## config.mk

```make
export PLATFORM = sky130hd
export DESIGN_NAME = dma_bus_arbiter
export DESIGN_NICKNAME = d
export VERILOG_FILES = /design/src/rtl/dma_arb_pkg.sv /design/src/rtl/arb_hold_counter.sv /design/src/rtl/dma_bus_arbiter.sv
export SDC_FILE = /design/constraint.sdc
export NUM_CORES = 1
export LEC_CHECK = 0
export CAP_MARGIN = 20
export CORE_MARGIN = 2
export CORE_UTILIZATION = 35
export DETAILED_ROUTE_END_ITERATION = 12
export DONT_BUFFER_PORTS = 1
export PLACE_DENSITY_LB_ADDON = 0.05
export SLEW_MARGIN = 10
export SYNTH_ARGS = -nofsm -noshare
export SYNTH_HDL_FRONTEND = slang
export SYNTH_SLANG_ARGS = --single-unit
```

## constraint.sdc

```tcl
create_clock -name clk -period 1.6 [get_ports clk]
set_input_delay 0.48 -clock clk [delete_from_list [all_inputs] [get_ports clk]]
set_output_delay 0.48 -clock clk [all_outputs]
set_load 0.01 [all_outputs]
```

## src/rtl/dma_arb_pkg.sv

```systemverilog
// Shared encodings for the CPU/DMA bus arbiter, the memory port mux and the DMA controller.
// Holds the state codes, the bus-owner select values and a counter width helper.
package dma_arb_pkg;

    localparam logic [2:0] ST_CPU_OWN    = 3'd0;
    localparam logic [2:0] ST_GRANT_WAIT = 3'd1;
    localparam logic [2:0] ST_DMA_OWN    = 3'd2;
    localparam logic [2:0] ST_RELEASE    = 3'd3;
    localparam logic [2:0] ST_CPU_HOLD   = 3'd4;

    typedef enum logic [2:0] {
        CPU_OWN    = ST_CPU_OWN,
        GRANT_WAIT = ST_GRANT_WAIT,
        DMA_OWN    = ST_DMA_OWN,
        RELEASE    = ST_RELEASE,
        CPU_HOLD   = ST_CPU_HOLD
    } arb_state_t;

    localparam logic OWNER_CPU = 1'b0;
    localparam logic OWNER_DMA = 1'b1;

    // Bits needed to hold 0..max_val; never less than one bit.
    function automatic int cnt_width(input int max_val);
        return (max_val > 0) ? $clog2(max_val + 1) : 1;
    endfunction

endpackage

```

## src/rtl/arb_hold_counter.sv

```systemverilog
// Loadable down-counter that stops at zero; times the guaranteed CPU window.
// Load takes priority over decrement.
module arb_hold_counter #(
    parameter int WIDTH = 2
) (
    input  logic             clk,
    input  logic             reset,
    input  logic             i_load,
    input  logic [WIDTH-1:0] i_load_val,
    input  logic             i_dec,
    output logic             o_zero
);

    logic [WIDTH-1:0] r_count;

    always_ff @(posedge clk or posedge reset) begin
        if (reset) begin
            r_count <= '0;
        end else if (i_load) begin
            r_count <= i_load_val;
        end else if (i_dec && (r_count != '0)) begin
            r_count <= r_count - WIDTH'(1);
        end
    end

    assign o_zero = (r_count == '0);

endmodule

```

## src/rtl/dma_bus_arbiter.sv

```systemverilog
// Memory bus arbiter between the CPU memory stage and the DMA engine.
// Grants only at CPU access boundaries and forces a DMA yield after a bounded burst.
//
// state      | meaning
// CPU_OWN    | CPU owns the bus, BR evaluated
// GRANT_WAIT | BR pending, waiting for the CPU access in flight to finish
// DMA_OWN    | DMA owns the bus, BG asserted
// RELEASE    | one-cycle turnaround after BR drops
// CPU_HOLD   | guaranteed CPU window after a yield, BR ignored
module dma_bus_arbiter
    import dma_arb_pkg::*;
#(
    parameter int MAX_BURST_WORDS = 12,
    parameter int CPU_MIN_CYCLES  = 4
) (
    input  logic clk,
    input  logic reset,
    input  logic cpu_mem_req,
    input  logic cpu_mem_busy,
    input  logic BR,
    input  logic dma_word_done,
    output logic BG,
    output logic dma_yield,
    output logic bus_owner,
    output logic cpu_stall
);

    localparam int WORD_W = cnt_width(MAX_BURST_WORDS);
    localparam int HOLD_W = cnt_width(CPU_MIN_CYCLES - 1);
    localparam logic [WORD_W-1:0] WORD_MAX  = WORD_W'(MAX_BURST_WORDS);
    localparam logic [HOLD_W-1:0] HOLD_LOAD =
        (CPU_MIN_CYCLES > 0) ? HOLD_W'(CPU_MIN_CYCLES - 1) : '0;
    localparam logic YIELD_EN = (MAX_BURST_WORDS > 0);
    localparam logic HOLD_EN  = (CPU_MIN_CYCLES > 0);

    arb_state_t        r_state;
    arb_state_t        w_next;
    logic              r_bg;
    logic              r_owner;
    logic              r_yield;
    logic              r_yielded;
    logic [WORD_W-1:0] r_word_cnt;
    logic              w_enter_dma;
    logic              w_yield_set;
    logic              w_hold_load;
    logic              w_hold_dec;
    logic              w_hold_zero;

    always_ff @(posedge clk or posedge reset) begin
        if (reset) begin
            r_state <= CPU_OWN;
        end else begin
            r_state <= w_next;
        end
    end

    always_comb begin
        w_next = r_state;
        case (r_state)
            CPU_OWN: begin
                if (BR) begin
                    w_next = cpu_mem_busy ? GRANT_WAIT : DMA_OWN;
                end
            end
            GRANT_WAIT: begin
                if (!BR) begin
                    w_next = CPU_OWN;
                end else if (!cpu_mem_busy) begin
                    w_next = DMA_OWN;
                end
            end
            DMA_OWN: begin
                if (!BR) begin
                    w_next = RELEASE;
                end
            end
            RELEASE: begin
                w_next = (r_yielded && HOLD_EN) ? CPU_HOLD : CPU_OWN;
            end
            CPU_HOLD: begin
                if (w_hold_zero) begin
                    w_next = CPU_OWN;
                end
            end
            default: begin
                w_next = CPU_OWN;
            end
        endcase
    end

    assign w_enter_dma = (r_state != DMA_OWN) && (w_next == DMA_OWN);
    assign w_yield_set = YIELD_EN && (r_state == DMA_OWN) &&
                         (r_word_cnt >= WORD_MAX) && cpu_mem_req;

    // r_yielded remembers that this grant was asked to yield, for the RELEASE decision.
    always_ff @(posedge clk or posedge reset) begin
        if (reset) begin
            r_bg       <= 1'b0;
            r_owner    <= OWNER_CPU;
            r_yield    <= 1'b0;
            r_yielded  <= 1'b0;
            r_word_cnt <= '0;
        end else begin
            r_bg    <= (w_next == DMA_OWN);
            r_owner <= (w_next == DMA_OWN) ? OWNER_DMA : OWNER_CPU;
            r_yield <= (w_next == DMA_OWN) && (r_yield || w_yield_set);
            if (w_enter_dma) begin
                r_yielded <= 1'b0;
            end else if (r_yield) begin
                r_yielded <= 1'b1;
            end
            if (w_enter_dma) begin
                r_word_cnt <= '0;
            end else if ((r_state == DMA_OWN) && dma_word_done &&
                         (r_word_cnt != WORD_MAX)) begin
                r_word_cnt <= r_word_cnt + WORD_W'(1);
            end
        end
    end

    assign w_hold_load = (r_state == RELEASE) && (w_next == CPU_HOLD);
    assign w_hold_dec  = (r_state == CPU_HOLD);

    arb_hold_counter #(
        .WIDTH(HOLD_W)
    ) u_hold_cnt (
        .clk        (clk),
        .reset      (reset),
        .i_load     (w_hold_load),
        .i_load_val (HOLD_LOAD),
        .i_dec      (w_hold_dec),
        .o_zero     (w_hold_zero)
    );

    // A busy CPU access is never frozen; the DMA wins a same-cycle tie with a new access.
    assign cpu_stall = cpu_mem_req && !cpu_mem_busy &&
                       ((r_state == DMA_OWN) || (r_state == RELEASE) ||
                        (r_state == GRANT_WAIT) ||
                        ((r_state == CPU_OWN) && BR));

    assign BG        = r_bg;
    assign bus_owner = r_owner;
    assign dma_yield = r_yield;

endmodule

```

### After elaboration in Yosys (flattened, before gate mapping)

Index checks and enable logic that the tools add are counted.
Widths: inputs -> output; s select.

| storage, ports and cells | value |
|---|---|
| flip-flop bits (word level) | 13 |
| input bits | 6 |
| output and inout port bits | 4 |
| word-level logic and storage cells | 55 |

| operators by class | value |
|---|---|
| add/subtract/negate cells | 2 |
| order comparisons | 1 |
| equality and inequality tests | 8 |
| mux-type cells | 15 |
| reductions and logical operators | 22 |

Operator list:

| operator | count |
|---|---|
| $mux 3 | 6 |
| $pmux 3 s5 | 1 |
| $logic_and 1x1->1 | 11 |
| $eq 3x2->1 const B | 3 |
| $mux 4 | 2 |
| $reduce_bool 2->1 | 4 |
| $eq 3x3->1 const B | 2 |
| $mux 2 | 3 |
| $add 4x1->4 const B | 1 |
| $ge 4x4->1 const B | 1 |
| $logic_or 1x1->1 | 4 |
| $ne 4x4->1 const B | 1 |
| $eq 3x1->1 const B | 1 |
| $logic_not 3->1 | 1 |
| $mux 1 | 3 |
| $ne 3x2->1 const B | 1 |
| $logic_not 2->1 | 1 |
| $sub 2x1->2 const B | 1 |
| $logic_not 1->1 | 1 |

### Longest topological paths before layout

Gate-level depths: netlist of the first run.

| depth | value |
|---|---|
| depth in word-level cells | 6 |
| depth in mapped cells | 5 |

### By module

A second synthesis of the first run with hierarchy kept.

| unflattened totals | value |
|---|---|
| cell total of the unflattened synthesis | 66 |
| area, all modules | 685.7 sq um |

Modules (own cells, without submodules):

| module | times used | cells each | area each (sq um) | seq. area each (sq um) |
|---|---|---|---|---|
| dma_bus_arbiter | 1 | 53 | 550.5 | 250.2 |
| arb_hold_counter | 1 | 13 | 135.1 | 50.0 |

### Worst setup path before layout of the first run

No wires, ideal clock.

| path | value |
|---|---|
| path type | flip-flop to output port |
| from | reg r_state[1] |
| to | out cpu_stall |
| data arrival time | 1.083 ns |
| data required time | 1.120 ns |
| slack | 0.037 ns |
| stages on the path, launching flop included | 4 |
| path buffers | 1 |
| path through | dfrtp_1 buf_2 nor3_1 nor4b_1 |

| between the ends | value |
|---|---|
| cells in the longest elaborated chain, start to end | 5 |
| elaborated cells on any way between the ends | 9 |
| classes of those cells | eq/ne (3); reduce/logical (6) |

Ends and longest elaborated chain:

| item | line | RTL |
|---|---|---|
| start, declared | dma_bus_arbiter.sv:36 | `arb_state_t r_state;` |
| start signal, assigned | dma_bus_arbiter.sv:53 | `r_state <= w_next;` |
| $eq 3x2->1 | dma_bus_arbiter.sv:137 | `((r_state == DMA_OWN) \|\| (r_state == RELEASE) \|\|` |
| $logic_or 1x1->1 (2 in series) | dma_bus_arbiter.sv:137 |  |
| $logic_or 1x1->1 * | dma_bus_arbiter.sv:138 | `(r_state == GRANT_WAIT) \|\|` |
| $logic_and 1x1->1 * | dma_bus_arbiter.sv:136 | `assign cpu_stall = cpu_mem_req && !cpu_mem_busy &&` |
| end, declared | dma_bus_arbiter.sv:25 | `output logic cpu_stall` |

Mark *: on every way between the ends. The rest lies on a longest branch, timed or not.

### Worst setup path in the final report of the first run

| path | value |
|---|---|
| from | reg r_state[2] |
| to | out cpu_stall |

The elaborated chain is that of the path after synthesis.

==> results of run 1 <==
[logic make-up after synthesis]
family | share of synthesized area [%]
flip-flops | 43.7
AND/OR/NAND/NOR | 24.6
multiplexers | 3.28
AO/OA/AOI/OAI | 15.5
adder cells (fa/ha/maj) | 5.47
buffers and inverters | 7.47
[registers in the layout, indices dropped and copies added (netlist names)]
signal and cells:
r_state 3, r_yielded 1, u_hold_cnt.r_count 2, r_word_cnt 4
dma_yield 1, BG 1
[worst paths after layout]
| check | startpoint | slack [ps] | cells past startpoint | to |
|---|---|---|---|---|
| max | r_state[2] | 20 | 2 | cpu_stall |
| min | reset | 100 | 1 | r_word_cnt[2] |
| max reg2reg | r_state[2] | 60 | 4 | r_word_cnt[1] |
| min reg2reg | u_hold_cnt.r_count[1] | 500 | 2 | u_hold_cnt.r_count[1] |
| max in group asynchronous | reset | 1150 | 1 | r_state[0] |
| min in group clk | cpu_mem_busy | 370 | 2 | r_state[1] |
[what timing repair did]
action	in CTS	in global routing
setup buffers	3	0
pin swaps	1	1
gates resized for setup	5	3
setup endpoints to repair	1	4
[per-layer routing]
metal  global-route usage [%]  part of all wire [%]  vias to the layer above
li1                         -                     -                      259
met1                     21.9                    50                      246
met2                     18.1                    43                       12
met3                     4.63                   6.7                        2
met4                     5.71                  0.91                        0
met5                        0                     0                        -
[final cells by class]
class / count / area [um2]
Fill cell: 194 / 1080
Tap cell: 27 / 33.8
Multi-Input combinational cell: 44 / 355
Inverter: 7 / 26.3
Clock buffer: 4 / 36.3
Sequential cell: 12 / 304
Timing Repair Buffer: 8 / 63.8
[where the power goes]
group          switching, W  leakage (nW)  internal, W  total [W]
sequential        0.0000803         0.149     0.000381   0.000461
combinational      0.000211         0.205     0.000225   0.000437
clock              0.000108        0.0210     0.000138   0.000246
total              0.000400         0.374     0.000744    0.00114
[placed cells by master (no fill, tap or decap), types with 2 or more instances in the layout]
cell / instances
dfrtp_1: 9
buf_4: 7
inv_1: 6
nor2_1: 5
a21oi_1: 4
ha_1: 3
clkbuf_4: 3
dfrtp_2: 3
nor4b_2: 2
mux2_2: 2
nand2_1: 2
a211oi_1: 2
a31oi_1: 2
nand2b_1: 2
o211ai_2: 2
[per-stage QoR]
stage               total power [W]  hold slack (ps)  setup TNS, ps
floorplan                  0.000729              345              0
global placement           0.000831              414              0
detailed placement         0.000832              416              0
CTS                         0.00113              112          -2.18
global route                0.00125              136          -45.9
finish                      0.00114              101              0
==> impl_metrics.py, run 1 <==
metrics = {
    "cts": {
        "tritoncts_num_sinks": 12,
        "clk_root_buffer_cell": "clkbuf_4",
        "post_cts_hold_buffer_count": 0,
        "clk_pin_slew_worst_paths_ps": 80,
        "cts_tree": "built",
        "number_of_clock_buffers_inserted_by_tritoncts": 3,
        "clk_latency_ps": 270,
        "cts_max_path_buffers": 2,
        "htreeDepth": 1,
    },
    "placement": {
        "dp_slack_ps": 87.3,
        "placed_cells": 95,
        "place_congestion": 0.693,
        "buffer_ports.inserted": 0,
        "dpl_cell_area_um2": 733,
        "place_hpwl_um": 967,
    },
    "yosys": {
        "synth_enable_flop_cells": 0,
        "async_flop_share_pct": 100,
        "synthesis.area_per_instance_um2": 10.3,
        "ys_warn_count": 0,
        "syn-cell-area_um2": 687,
        "postSynthRegisterBits": 12,
        "synth_top_cell_by_area": "dfrtp_1",
        "postSynthCellCount": 67,
        "synthTopCellsByCount": "dfrtp_1, inv_1, nor2_1, a21oi_1",
        "synth_flop_cell": "dfrtp_1",
        "yosys.area.top_type_share_pct": 43.7,
        "netlist-cell-type-count": 30,
        "yosysMostFrequentCell": "dfrtp_1",
        "synthesis.nets": 76,
        "synth_area_leaders": "dfrtp_1, ha_1, o211ai_2",
        "seq_area_frac_synth_pct": 43.7,
    },
    "layout": {
        "layout-drive-gt1-share_pct": 34.7,
        "antenna-diode-count": 0,
        "instances_no_fill": 102,
        "finish.utilization_pct": 43.1,
        "finalInstanceArea_um2": 820,
        "area_growth_syn_to_layout_pct": 19.3,
        "final_nets": 85,
    },
    "timing": {
        "timing_max_transition_violations_final": 0,
        "fmax_ghz": 0.631,
        "post_layout_min_period_ps": 1580,
        "timing.max_slew.rel_slack_pct": 68.2,
        "tightestPinTransition_ps": 476,
        "grt_setup_unrepaired": "true",
        "fin_crit_sh_pct": 99.0,
        "finalWorstSetupSlack_ps": 15.5,
        "clock-skew-final_ps": 1.55,
        "setup-violations-final": 0,
        "timing_hold_violations_final": 0,
    },
    "routing": {
        "final_antenna_net_count": 0,
        "postRouteWirelength_um": 1420,
        "vias_per_cell": 5.09,
        "drc": 0,
        "detailedRoute.firstPassIterationCount": 4,
        "first_iter_violations": 5,
        "num_vias": 519,
        "drt-wirelength-per-cell_um": 14.0,
    },
    "worst_setup_path": {
        "critical_path.top_delay_family": "flip-flops",
        "timing_worst_setup_path_type": "reg -> out",
        "timing.critical_path.required_ps": 1120,
        "cpMaxStageDelayCell": "dfrtp_2",
        "crit_path_start_kind": "flip-flop",
        "critical_path_buf_inv_count": 1,
        "path_max_fanout": 2,
        "critical-path-max-stage-delay_ps": 420,
        "cp-end-kind": "output pin",
        "crit_chain": "nor4b_2 > buf_4",
        "data_arrival_time_at_the_worst_slack_endpoint_ps": 1100,
    },
    "floorplan": {
        "number_of_top_level_design_ports": 10,
        "die-area_um2": 2330,
        "die_h_um": 48.3,
        "die_x_um": 48.3,
        "core-area_um2": 1900,
        "site_row_count": 16,
        "start_util_pct": 36.1,
    },
    "global_routing": {
        "grt_start_max_net_pins": 13,
        "first_global_vias": 544,
        "overflow": 0,
        "grt_pass1_wl_um": 2590,
        "grt_antenna_before_repair": 0,
        "groute.usage.overall_pct": 14.2,
    },
    "pwr": {
        "power_density_nw_per_um2": 1400,
        "vdd_drop_max_v": 0.000844,
        "total_leakage_power_nw": 0.374,
    },
    "status": {
        "outcome": "completed",
    },
    "job": {
        "drv.max_cap_violation_count": 0,
    },
    "worst_hold_path": {
        "hold_class": "in -> async",
    },
}
Power figures use the tool's default switching activity.
==> run 2, diff against run 1 <==
--- a/config.mk
+++ b/config.mk
@@ -7,7 +7,7 @@
 export LEC_CHECK = 0
 export CAP_MARGIN = 20
 export CORE_MARGIN = 2
-export CORE_UTILIZATION = 35
+export CORE_UTILIZATION = 38
 export DETAILED_ROUTE_END_ITERATION = 12
 export DONT_BUFFER_PORTS = 1
 export PLACE_DENSITY_LB_ADDON = 0.05
==> run 2 against run 1 <==
  * Critical path depth rose by 1
  * Register-to-register slack improved by 30 ps
  * Count of clock-buffer cells in the layout is 1 lower
  * First-iteration DRC count up 20%
  * Sequential cell count unchanged
  * Critical path type unchanged
  * Largest cell class unchanged
==> impl_metrics.py, run 2 (synthesized netlist as in run 1, its figures left out) <==
metrics = {
    "status": {
        "outcome": "completed",
    },
    "floorplan": {
        "die-area_um2": 2160,
        "core-area_um2": 1710,
        "number_of_top_level_design_ports": 10,
        "die_x_um": 46.5,
        "site_row_count": 15,
        "die_h_um": 46.5,
        "start_util_pct": 40.2,
    },
    "worst_setup_path": {
        "cp-end-kind": "output pin",
        "timing_worst_setup_path_type": "reg -> out",
        "timing.critical_path.required_ps": 1120,
        "path_max_fanout": 2,
        "data_arrival_time_at_the_worst_slack_endpoint_ps": 1090,
        "crit_path_start_kind": "flip-flop",
    },
    "routing": {
        "drc": 0,
        "drt-wirelength-per-cell_um": 13.5,
        "postRouteWirelength_um": 1330,
        "vias_per_cell": 5.09,
        "first_iter_violations": 6,
        "num_vias": 504,
        "detailedRoute.firstPassIterationCount": 3,
        "final_antenna_net_count": 0,
    },
    "placement": {
        "dpl_cell_area_um2": 731,
        "dp_slack_ps": 90.6,
        "place_hpwl_um": 948,
        "buffer_ports.inserted": 0,
        "place_congestion": 0.688,
    },
    "pwr": {
        "power_frac_comb_pct": 39.1,
        "sw_frac_of_total_pct": 36.3,
        "clkPwrFrac_pct": 17.0,
        "net-switching-power_w": 0.000387,
        "total_leakage_power_nw": 0.367,
        "power.share.sequential_pct": 43.9,
        "fin_total_pwr_w": 0.00106,
        "power_density_nw_per_um2": 1330,
        "power_report.internal_total_w": 0.000678,
        "vdd_drop_max_v": 0.000598,
    },
    "layout": {
        "finalInstanceArea_um2": 803,
        "layout-drive-gt1-share_pct": 32.4,
        "area_growth_syn_to_layout_pct": 16.9,
        "largest-register": "r_word_cnt",
        "antenna-diode-count": 0,
        "top_regs": "r_word_cnt x4, r_state x3, u_hold_cnt.r_count x2",
        "final_nets": 85,
        "max_reg_flops": 4,
        "layout_common_cells": "dfrtp_1, buf_4, inv_1",
        "layout_commonest_cell": "dfrtp_1",
    },
    "timing": {
        "post_layout_min_period_ps": 1570,
        "setup-violations-final": 0,
        "clock-skew-final_ps": 1.40,
        "fin_crit_sh_pct": 98.2,
        "fmax_ghz": 0.636,
        "tightestPinTransition_ps": 449,
        "timing.max_slew.rel_slack_pct": 70.0,
        "finalWorstSetupSlack_ps": 28.2,
        "timing_max_transition_violations_final": 0,
        "timing_hold_violations_final": 0,
        "grt_setup_unrepaired": "true",
    },
    "cts": {
        "number_of_clock_buffers_inserted_by_tritoncts": 3,
        "htreeDepth": 1,
        "clk_root_buffer_cell": "clkbuf_4",
        "clk_latency_ps": 270,
        "tritoncts_num_sinks": 12,
        "cts_tree": "built",
        "cts_max_path_buffers": 2,
        "post_cts_hold_buffer_count": 0,
        "clk_pin_slew_worst_paths_ps": 70,
    },
    "job": {
        "drv.max_cap_violation_count": 0,
    },
    "global_routing": {
        "first_global_vias": 473,
        "grt_pass1_wl_um": 2240,
        "grt_start_max_net_pins": 13,
        "groute.usage.overall_pct": 15.9,
        "grt_antenna_before_repair": 0,
        "overflow": 0,
    },
    "worst_hold_path": {
        "hold_class": "in -> async",
    },
}
## run 2: cell count changes in the layout (fill, tap and decap cells not counted), sizes merged
cell / change
clkbuf: -1
## run 2: path summary, 6_finish.rpt
kind,from,endpoint,slack [ps],depth (start not counted)
max,r_state[0],cpu_stall,30,3
min,reset,u_hold_cnt.r_count[0],90,1
max reg2reg,r_state[2],r_word_cnt[1],90,5
min reg2reg,u_hold_cnt.r_count[1],u_hold_cnt.r_count[1],510,2
max in group asynchronous,reset,r_state[1],1170,1
min in group clk,cpu_mem_busy,r_state[1],370,2
## run 2: cell type report
| class | instances | area [um2] |
|---|---|---|
| flip-flops and latches | 12 | 304 |
| multi-input cells | 44 | 359 |
| fillers | 167 | 905 |
| repair buffers | 8 | 60.1 |
| well taps | 25 | 31.3 |
| inverters | 7 | 26.3 |
| clock buffers | 3 | 22.5 |
## run 2: what timing repair did
item / CTS / global route
setup buffers: 3 / 0
setup endpoints to repair: 1 / 1
gates resized for setup: 5 / 2
pin swaps: 1 / 0
## run 2: power groups by stage
stage / registers [W] / logic (W) / clock network (W)
5_1_grt: 0.000479 / 0.000470 / 0.000211
3_3_place_gp: 0.000492 / 0.000317 / 0
3_5_place_dp: 0.000500 / 0.000319 / 0
6_report: 0.000468 / 0.000416 / 0.000181
4_1_cts: 0.000454 / 0.000408 / 0.000191
2_1_floorplan: 0.000438 / 0.000291 / 0
## run 2: metrics by stage
| step | setup TNS (ps) | utilization [%] | instances | hold WS (ps) |
|---|---|---|---|---|
| floorplan | 0 | - | 67 | 345 |
| global placement | 0 | 42.8 | 93 | 409 |
| detailed placement | 0 | 42.8 | 93 | 413 |
| CTS | 0 | 46.3 | 99 | 106 |
| global route | -53.1 | 47.0 | 99 | 115 |
| finish | 0 | 47.0 | 99 | 93.5 |
## run 2: critical path, cell delays in order (launching register included)
cell and delay [ps]:
dfrtp_2 420, nor3_4 190, nor4b_2 60, buf_4 140
## run 2: layer usage
metal | GRT usage, % | vias to the layer above | routed length, um
met5 | 0 | - | 0
met4 | 10.3 | 0 | 25
met3 | 9.80 | 4 | 88
met2 | 21.1 | 12 | 596
met1 | 18.8 | 232 | 623
li1 | - | 256 | -
==> run 3, diff against run 2 <==
--- a/config.mk
+++ b/config.mk
@@ -10,6 +10,7 @@
 export CORE_UTILIZATION = 38
 export DETAILED_ROUTE_END_ITERATION = 12
 export DONT_BUFFER_PORTS = 1
+export GPL_ROUTABILITY_DRIVEN = 0
 export PLACE_DENSITY_LB_ADDON = 0.05
 export SLEW_MARGIN = 10
 export SYNTH_ARGS = -nofsm -noshare
==> results of run 3 <==
No change in the layout: final DEF, timing and power equal those of run 2.
